**src/rtl/instr_fetch_unit_if.sv**
```systemverilog
// Instruction-memory bus between the fetch unit (master) and a
// synchronous-read instruction memory (slave). Read data is valid
// exactly one cycle after the cycle in which imem_en is high.
interface instr_fetch_unit_if #(
   parameter int ADDR_W = 9
);
   logic              imem_en;
   logic [ADDR_W-1:0] imem_addr;
   logic [31:0]       imem_rdata;

   modport master (
      output imem_en,
      output imem_addr,
      input  imem_rdata
   );

   modport slave (
      input  imem_en,
      input  imem_addr,
      output imem_rdata
   );
endinterface : instr_fetch_unit_if

```
**src/rtl/instr_fetch_unit.sv**
```systemverilog
// Fetch stage feeding instruction decode. Issues word addresses to a
// synchronous-read instruction memory, returns instructions through a
// registered IF/ID output, absorbs one in-flight return in a skid
// buffer when decode stalls, and stops fetching once HALT is fetched.
module instr_fetch_unit #(
   parameter int          ADDR_W  = 9,
   parameter logic [3:0]  HALT_OP = 4'hF
) (
   input  logic                clk,
   input  logic                rst,
   input  logic                start,
   input  logic [ADDR_W-1:0]   start_pc,
   input  logic                stall,
   instr_fetch_unit_if.master  imem,
   output logic [31:0]         instr_out,
   output logic                instr_valid,
   output logic [ADDR_W-1:0]   pc_out,
   output logic                busy,
   output logic                done
);

   typedef enum logic [1:0] {
      S_IDLE,
      S_RUN,
      S_HALTED
   } state_t;

   state_t            state_q;
   state_t            state_d;

   logic [ADDR_W-1:0] pc_q;
   logic              req_valid_q;
   logic [ADDR_W-1:0] req_pc_q;
   logic [31:0]       skid_q;
   logic [ADDR_W-1:0] skid_pc_q;
   logic              skid_valid_q;
   logic              halt_seen_q;

   logic              accept;
   logic              ret_halt;
   logic              issue;
   logic              out_load;
   logic              start_ok;

   // Handshake and issue decisions shared by the FSM and the datapath.
   // A returning HALT blocks issue in the same cycle, so no address
   // beyond HALT is ever requested.
   assign accept   = instr_valid & ~stall;
   assign ret_halt = req_valid_q & (imem.imem_rdata[31:28] == HALT_OP);
   assign issue    = (state_q == S_RUN) & ~stall & ~skid_valid_q & ~halt_seen_q & ~ret_halt;
   assign out_load = accept | ~instr_valid;
   assign start_ok = start & (state_q != S_RUN);

   assign imem.imem_en   = issue;
   assign imem.imem_addr = pc_q;
   assign busy           = (state_q == S_RUN);
   assign done           = (state_q == S_HALTED);

   // State register.
   always_ff @(posedge clk) begin
      if (rst) begin
         state_q <= S_IDLE;
      end else begin
         state_q <= state_d;
      end
   end

   // Next-state logic: start launches from IDLE/HALTED, accepted HALT ends RUN.
   always_comb begin
      // NOTE: assigning the default first means every path drives state_d, so no latch is inferred.
      state_d = state_q;
      unique case (state_q)
         S_IDLE:   if (start) state_d = S_RUN;
         S_RUN:    if (accept && (instr_out[31:28] == HALT_OP)) state_d = S_HALTED;
         S_HALTED: if (start) state_d = S_RUN;
         default:  state_d = S_IDLE;
      endcase
   end

   // PC, outstanding-request tracking and HALT-fetched flag.
   always_ff @(posedge clk) begin
      if (rst) begin
         pc_q        <= '0;
         req_valid_q <= 1'b0;
         req_pc_q    <= '0;
         halt_seen_q <= 1'b0;
      end else begin
         // NOTE: non-blocking assignments here so every register samples pre-edge values.
         if (start_ok) begin
            pc_q <= start_pc;
         end else if (issue) begin
            pc_q <= pc_q + 1'b1;
         end
         req_valid_q <= issue;
         if (issue) begin
            req_pc_q <= pc_q;
         end
         if (ret_halt) begin
            halt_seen_q <= 1'b1;
         end
         if (start_ok) begin
            halt_seen_q <= 1'b0;
         end
      end
   end

   // IF/ID output register and skid buffer: skid drains first, then the
   // memory return; a return that cannot reach the output lands in skid.
   always_ff @(posedge clk) begin
      if (rst) begin
         instr_out    <= '0;
         pc_out       <= '0;
         instr_valid  <= 1'b0;
         skid_q       <= '0;
         skid_pc_q    <= '0;
         skid_valid_q <= 1'b0;
      end else if (out_load) begin
         if (skid_valid_q) begin
            instr_out    <= skid_q;
            pc_out       <= skid_pc_q;
            instr_valid  <= 1'b1;
            skid_valid_q <= req_valid_q;
            if (req_valid_q) begin
               skid_q    <= imem.imem_rdata;
               skid_pc_q <= req_pc_q;
            end
         end else if (req_valid_q) begin
            instr_out   <= imem.imem_rdata;
            pc_out      <= req_pc_q;
            instr_valid <= 1'b1;
         end else begin
            instr_valid <= 1'b0;
         end
      end else if (req_valid_q) begin
         skid_q       <= imem.imem_rdata;
         skid_pc_q    <= req_pc_q;
         skid_valid_q <= 1'b1;
      end
   end

endmodule : instr_fetch_unit
```
**src/flat_wrapper.sv**
```systemverilog
// flat-port wrapper written by rule: the top's interface ports become plain ports
module instr_fetch_unit_flat 
#(
   parameter int          ADDR_W  = 9,
   parameter logic [3:0]  HALT_OP = 4'hF
)
  (clk, rst, start, start_pc, stall, instr_out, instr_valid, pc_out, busy, done, imem_imem_en, imem_imem_addr, imem_imem_rdata);
  instr_fetch_unit_if #(.ADDR_W(ADDR_W)) imem_i ();
  input  logic clk;
  input  logic rst;
  input  logic start;
  input  logic [ADDR_W-1:0] start_pc;
  input  logic stall;
  output logic [31:0] instr_out;
  output logic instr_valid;
  output logic [ADDR_W-1:0] pc_out;
  output logic busy;
  output logic done;
  output wire logic [$bits(imem_i.imem_en)-1:0] imem_imem_en;
  output wire logic [$bits(imem_i.imem_addr)-1:0] imem_imem_addr;
  input wire logic [$bits(imem_i.imem_rdata)-1:0] imem_imem_rdata;
  assign imem_imem_en = imem_i.imem_en;
  assign imem_imem_addr = imem_i.imem_addr;
  assign imem_i.imem_rdata = imem_imem_rdata;
  instr_fetch_unit #(.ADDR_W(ADDR_W), .HALT_OP(HALT_OP)) u_core (.clk(clk), .rst(rst), .start(start), .start_pc(start_pc), .stall(stall), .imem(imem_i), .instr_out(instr_out), .instr_valid(instr_valid), .pc_out(pc_out), .busy(busy), .done(done));
endmodule
```
**config.mk**
```make
export PLATFORM = sky130hd
export DESIGN_NAME = instr_fetch_unit_flat
export DESIGN_NICKNAME = d
export VERILOG_FILES = /design/src/rtl/instr_fetch_unit_if.sv /design/src/rtl/instr_fetch_unit.sv /design/src/flat_wrapper.sv
export SDC_FILE = /design/constraint.sdc
export NUM_CORES = 1
export LEC_CHECK = 0
export CORE_MARGIN = 5
export CORE_UTILIZATION = 30
export DETAILED_ROUTE_END_ITERATION = 6
export GPL_ROUTABILITY_DRIVEN = 0
export PLACE_DENSITY_LB_ADDON = 0.25
export SETUP_SLACK_MARGIN = 0.2
export SLEW_MARGIN = 20
export SYNTH_ARGS = -nofsm -noshare
export SYNTH_HDL_FRONTEND = slang
export SYNTH_SLANG_ARGS = --single-unit
```
**constraint.sdc**
```tcl
create_clock -name clk -period 3.97 [get_ports clk]
set_input_delay 0.397 -clock clk [delete_from_list [all_inputs] [get_ports clk]]
set_output_delay 0.397 -clock clk [all_outputs]
set_load 0.01 [all_outputs]
```
==> run summary, run 1 <==
Port Buf Inserts: 98
Setup crit end kind: primary output
N_diodes: 0
Post-Synthesis Cells: 486
Core Util, Final: 0.409
Synth cell types: 34
Clock slew at reported path FFs: 0.06 ns
WL final: 10.7 mm
Post-detail-place hpwl: 7.20 mm
Yosys reg bits: 106
Max-cap violation count: 0
Reg-to-Reg End: u_core.instr_out[3]
Yosys warns: 0
Hold Path Cell Cnt: 2
Hold Crit Start: u_core.skid_q[6]
Remaining antenna violation count: 0
Vias/cell: 4.76
Final TNS setup: 0 ns
Worst EP arrival: 2.51 ns
Largest net degree at the start of global routing: 107
Post-synth EDFFs: 0
Clock Root Buffer: clkbuf_16
Clk_skew: 0.00489 ns
CTS buffer count: 9
Worst VDD drop: 0.000167 V
Commonest non-fill, non-tap cell in the layout: dfxtp_1
Tot GR Track Use: 0.132
Die Wd: 128 um
DRC errors left: 0
Sequential area share after synthesis: 0.505
Overflow after GRT: 0
Net count, final: 607
Total number of vias: 3548
Most common flop cell mapped by yosys: dfxtp_1
PnR worst setup slack: 1.06 ns
Most frequent cells in the layout: dfxtp_1 (105), nand2_1 (103), clkdlybuf4s50_1 (97)
Maximum clock path buffer count: 2
Fmax: 344 MHz
Initial DRC count: 126
RSZ-0062 raised after global routing: no
Post-CTS setup buffer count: 0
Final period utilization: 0.732
Slew @ Worst Pin: 1.08 ns
Clk Latency, worst-skew pair: 0.34 ns
FF-to-FF setup slack: 1.34 ns
Final number of setup-violating endpoints: 0
Initial antenna violation count: 0
CP startpoint kind: input pin
Die area: 16500 um2
CP required: 3.57 ns
Core ar.: 13800 um2
Initial Utilization: 0.304
Hold Fails Final Rpt: 0
R2R Path Start: u_core.skid_valid_q
Share of layout cells above drive strength 1: 0.0424
CTS tree: done
First-pass GRT wire length: 17.3 mm
Slew headroom: 0.282
P&R area growth vs syn: 34.4%
Post-place setup slack: 1.07 ns
IO Count: 99
Routed length per instance: 14.4 um
Post_cts resized: 0
Critical path type: input pin to primary output
Fin crit period: 2.91 ns
Hold Crit Endpoint: u_core.skid_q[6]
Die height: 128 um
Rows: 43
Detailed Routing Iterations Pass 1: 4
Reg2reg path depth: 6
Async SR Flop Fraction: 0
Max-slew violations: 0
Clk sinks: 106
Hold Buf Count CTS: 0
Hold WS: 0.455 ns
Layout filler cell count: 1377
CP max FO: 15
Mapped Avg Cell Area: 8.65 um2
H-tree Lvls: 3
Leakage: 1.75 nW
Synthesized Nets: 532
Mapped cell area: 4200 um2
Vias in the first global route: 3428
Hold WC Path Type: flip-flop to flip-flop
Status: finished clean
PwrDens: 396 nW/um2
[per-layer routing]
metal / share of wire / up-vias / track usage
li1: - / 1850 / -
met1: 0.45 / 1620 / 0.160
met2: 0.49 / 64 / 0.227
met3: 0.047 / 14 / 0.0315
met4: 0.016 / 0 / 0.0487
met5: 0 / - / 0
[state kept, by name (all words and copies together) (netlist names), 2 cells and up]
register and flops:
u_core.pc_out 9, u_core.imem.imem_addr 9, u_core.instr_out 32, u_core.skid_q 32
u_core.req_pc_q 9, u_core.skid_pc_q 9, u_core.state_q 2
[Yosys cell counts (2+ instances only)]
master / number / share of area
a2111oi_0: 2 / 0.0042
a211oi_1: 45 / 0.080
a21oi_1: 54 / 0.064
a311oi_1: 7 / 0.015
and2_1: 2 / 0.0030
and4_1: 2 / 0.0042
buf_1: 9 / 0.0080
clkbuf_1: 29 / 0.026
dfxtp_1: 106 / 0.50
inv_1: 2 / 0.0018
mux2i_1: 41 / 0.098
nand2_1: 103 / 0.092
nand2b_1: 3 / 0.0045
nand4_1: 2 / 0.0030
nor2_1: 53 / 0.047
nor2b_1: 2 / 0.0030
nor3_1: 3 / 0.0036
nor4_1: 2 / 0.0030
o21bai_1: 4 / 0.0071
[through the flow]
stage	total power [mW]	cells	cell area [um2]
finish	2.24	746	5650
floorplan	1.24	486	4200
global route	2.35	746	5650
global placement	1.37	729	5320
CTS	2.27	745	5620
detailed placement	1.37	729	5320
[area by class of cell]
cell class | count | area [um2] | share of cell area
Clock buffer | 14 | 264 | 0.0467
Sequential cell | 106 | 2120 | 0.376
Inverter | 3 | 11.3 | 0.00199
Tap cell | 180 | 225 | 0.0399
Clock inverter | 2 | 35.0 | 0.00620
Multi-Input combinational cell | 338 | 1940 | 0.344
Timing Repair Buffer | 103 | 1050 | 0.186
[how the worst max path moves through the flow]
stage / from / end / slack [ns] / cells after the start
floorplan: u_core.skid_valid_q / imem_imem_en / 1.81 / 5
CTS: stall / imem_imem_en / 1.06 / 5
global placement: stall / imem_imem_en / 1.08 / 5
detailed placement: stall / imem_imem_en / 1.07 / 5
global route: stall / imem_imem_en / 0.95 / 5
finish: stall / imem_imem_en / 1.06 / 5
[report_power, final]
part	internal, mW	switching [mW]
clock	0.523	0.368
combinational	0.122	0.104
sequential	1.09	0.0275
total	1.74	0.500
[worst max-delay path, cell delays in order]
cell and delay (ns):
clkdlybuf4s50_1 0.45, or4b_4 0.51, a211o_1 0.48, clkinv_1 0.12
clkdlybuf4s50_1 0.55
[cells by family (layout without fill, tap and decap cells)]
logic type               after synthesis  count (layout)  share of synthesized area
adder cells (fa/ha/maj)                1               1                    0.00298
buffers and inverters                 42             122                     0.0378
flip-flops                           106             106                      0.505
multiplexers                          41              41                     0.0976
AO/OA/AOI/OAI                        119             119                      0.184
AND/OR/NAND/NOR                      177             177                      0.173
Power figures use the tool's default switching activity.
==> inputs of run 2 (changes only) <==
clock period = 2.5 ns   (was 3.97 ns; I/O delays follow)
==> run 2 against run 1 <==
Clock power rose by 43%. Via count rose by 0.51%. Setup slack lost 0.73 ns. Cell count grew 0.80%. Combinational power is 62% higher. Clock skew about the same. Sequential share of layout area decreased by 0.10 points. Largest cell class unchanged.
==> run summary, run 2 (same netlist as run 1, synthesis figures left out) <==
Top Registers: u_core.instr_out: 32 flops, u_core.skid_q: 32 flops
Post-Layout Cell Count: 752
Clk sinks: 106
Die height: 128 um
Leakage: 1.77 nW
Port Buf Inserts: 98
Final TNS setup: 0 ns
Family with the most delay on the worst path: buffers and inverters
Initial DRC count: 152
DRC errors left: 0
Overflow after GRT: 0
CP max FO: 4
NetSw: 0.793 mW
Hold Crit Start: rst
Largest net degree at the start of global routing: 56
Final period utilization: 0.865
Post-detail-place hpwl: 7.15 mm
Fmax: 462 MHz
Crit-path max cell delay: 0.51 ns
R2R Path Start: u_core.state_q[1]
Share of layout cells above drive strength 1: 0.0524
Reg2reg path depth: 6
Net count, final: 613
PwrDens: 606 nW/um2
Placed Cells: 736
Fin crit period: 2.16 ns
Slew @ Worst Pin: 0.757 ns
Routed length per instance: 14.0 um
Power, Total: 3.43 mW
Initial antenna violation count: 0
RSZ-0062 raised after global routing: no
IO Count: 99
Die area: 16500 um2
Max-cap violation count: 0
Hold Crit Endpoint: u_core.state_q[1]
Slew headroom: 0.495
Hold WC Path Type: input pin to flip-flop
Most frequent cells in the layout: dfxtp_1 (105), nand2_1 (103), clkdlybuf4s50_1 (96)
Remaining antenna violation count: 0
Critical path type: input pin to primary output
Clk_skew: 0.00508 ns
CP startpoint kind: input pin
Final number of setup-violating endpoints: 0
FF-to-FF setup slack: 0.36 ns
Hold Fails Final Rpt: 0
Gate power share: 0.106
Worst EP arrival: 1.91 ns
Rows: 43
Detailed Routing Iterations Pass 1: 4
Core Util, Final: 0.410
Final instance area: 5660 um2
CTS buffer count: 9
CTS tree: done
Sw Share: 0.231
Core ar.: 13800 um2
CP Buf/Inv Count: 3
WL final: 10.5 mm
Worst VDD drop: 0.000365 V
P&R area growth vs syn: 34.7%
Initial Utilization: 0.304
Status: finished clean
Vias/cell: 4.74
Reg-to-Reg End: u_core.imem.imem_addr[2]
Post-CTS setup buffer count: 0
N_diodes: 0
CP required: 2.25 ns
Max-slew violations: 0
Clock Root Buffer: clkbuf_16
First-pass GRT wire length: 17.3 mm
Clock slew at reported path FFs: 0.07 ns
Clock Power Share: 0.374
Hold Path Cell Cnt: 2
Commonest non-fill, non-tap cell in the layout: dfxtp_1
Setup crit end kind: primary output
Tot GR Track Use: 0.130
Clk Latency, worst-skew pair: 0.34 ns
Instance area at placement: 5400 um2
Reg power frac: 0.520
Vias in the first global route: 3441
Die Wd: 128 um
Maximum clock path buffer count: 2
H-tree Lvls: 3
CP max stage cell: or4b_4
Worst-path cell chain: clkdlybuf4s50_1 > or4b_4 > a211o_1 > clkinv_1 > dlygate4sd2_1
Design internal power: 2.64 mW
Total number of vias: 3566
run 2: final cells by class:
class	instances	area (um2)
multi-input cells	338	1940
well taps	180	225
fillers	1346	8160
flip-flops and latches	106	2120
clock inverters	3	15.0
repair buffers	109	1100
clock buffers	13	250
inverters	3	11.3
run 2: repair_timing:
item	4_1_cts	5_1_grt
gates resized for setup	1	0
hold buffers	0	0
hold endpoints to repair	0	0
endpoints found under the setup margin	1	0
run 2: power by group through the flow:
stage	registers, mW	logic, mW	clock network, mW
floorplan	1.83	0.140	0
global placement	1.82	0.363	0
detailed placement	1.82	0.368	0
CTS	1.78	0.370	1.34
global route	1.79	0.402	1.41
finish	1.78	0.365	1.28
run 2: worst max path at each step:
stage | to | startpoint | slack (ns) | depth (start not counted)
floorplan | u_core.imem.imem_addr[8] | u_core.skid_valid_q | 0.38 | 5
global placement | imem_imem_en | stall | 0.08 | 5
detailed placement | u_core.imem.imem_addr[2] | stall | 0.01 | 7
CTS | imem_imem_en | u_core.state_q[1] | 0.33 | 4
global route | u_core.imem.imem_addr[0] | u_core.state_q[1] | 0.21 | 6
finish | imem_imem_en | stall | 0.34 | 5
run 2: layer usage:
metal	vias up	wire length [um]	GRT usage
met5	-	0	0
met3	13	604	0.0407
met1	1625	4650	0.154
met4	0	180	0.0437
li1	1848	-	-
met2	80	5110	0.222
run 2: stage by stage:
step / hold WS (ns) / setup slack [ns]
floorplan: 0.386 / 0.385
global placement: 0.441 / 0.0758
detailed placement: 0.446 / 0.00974
CTS: 0.395 / 0.327
global route: 0.438 / 0.212
finish: 0.402 / 0.337
==> inputs of run 3 (changes only) <==
ABC_AREA = 0   (was default)
==> results of run 3 <==
No change in the layout: final DEF, timing and power equal those of run 2.
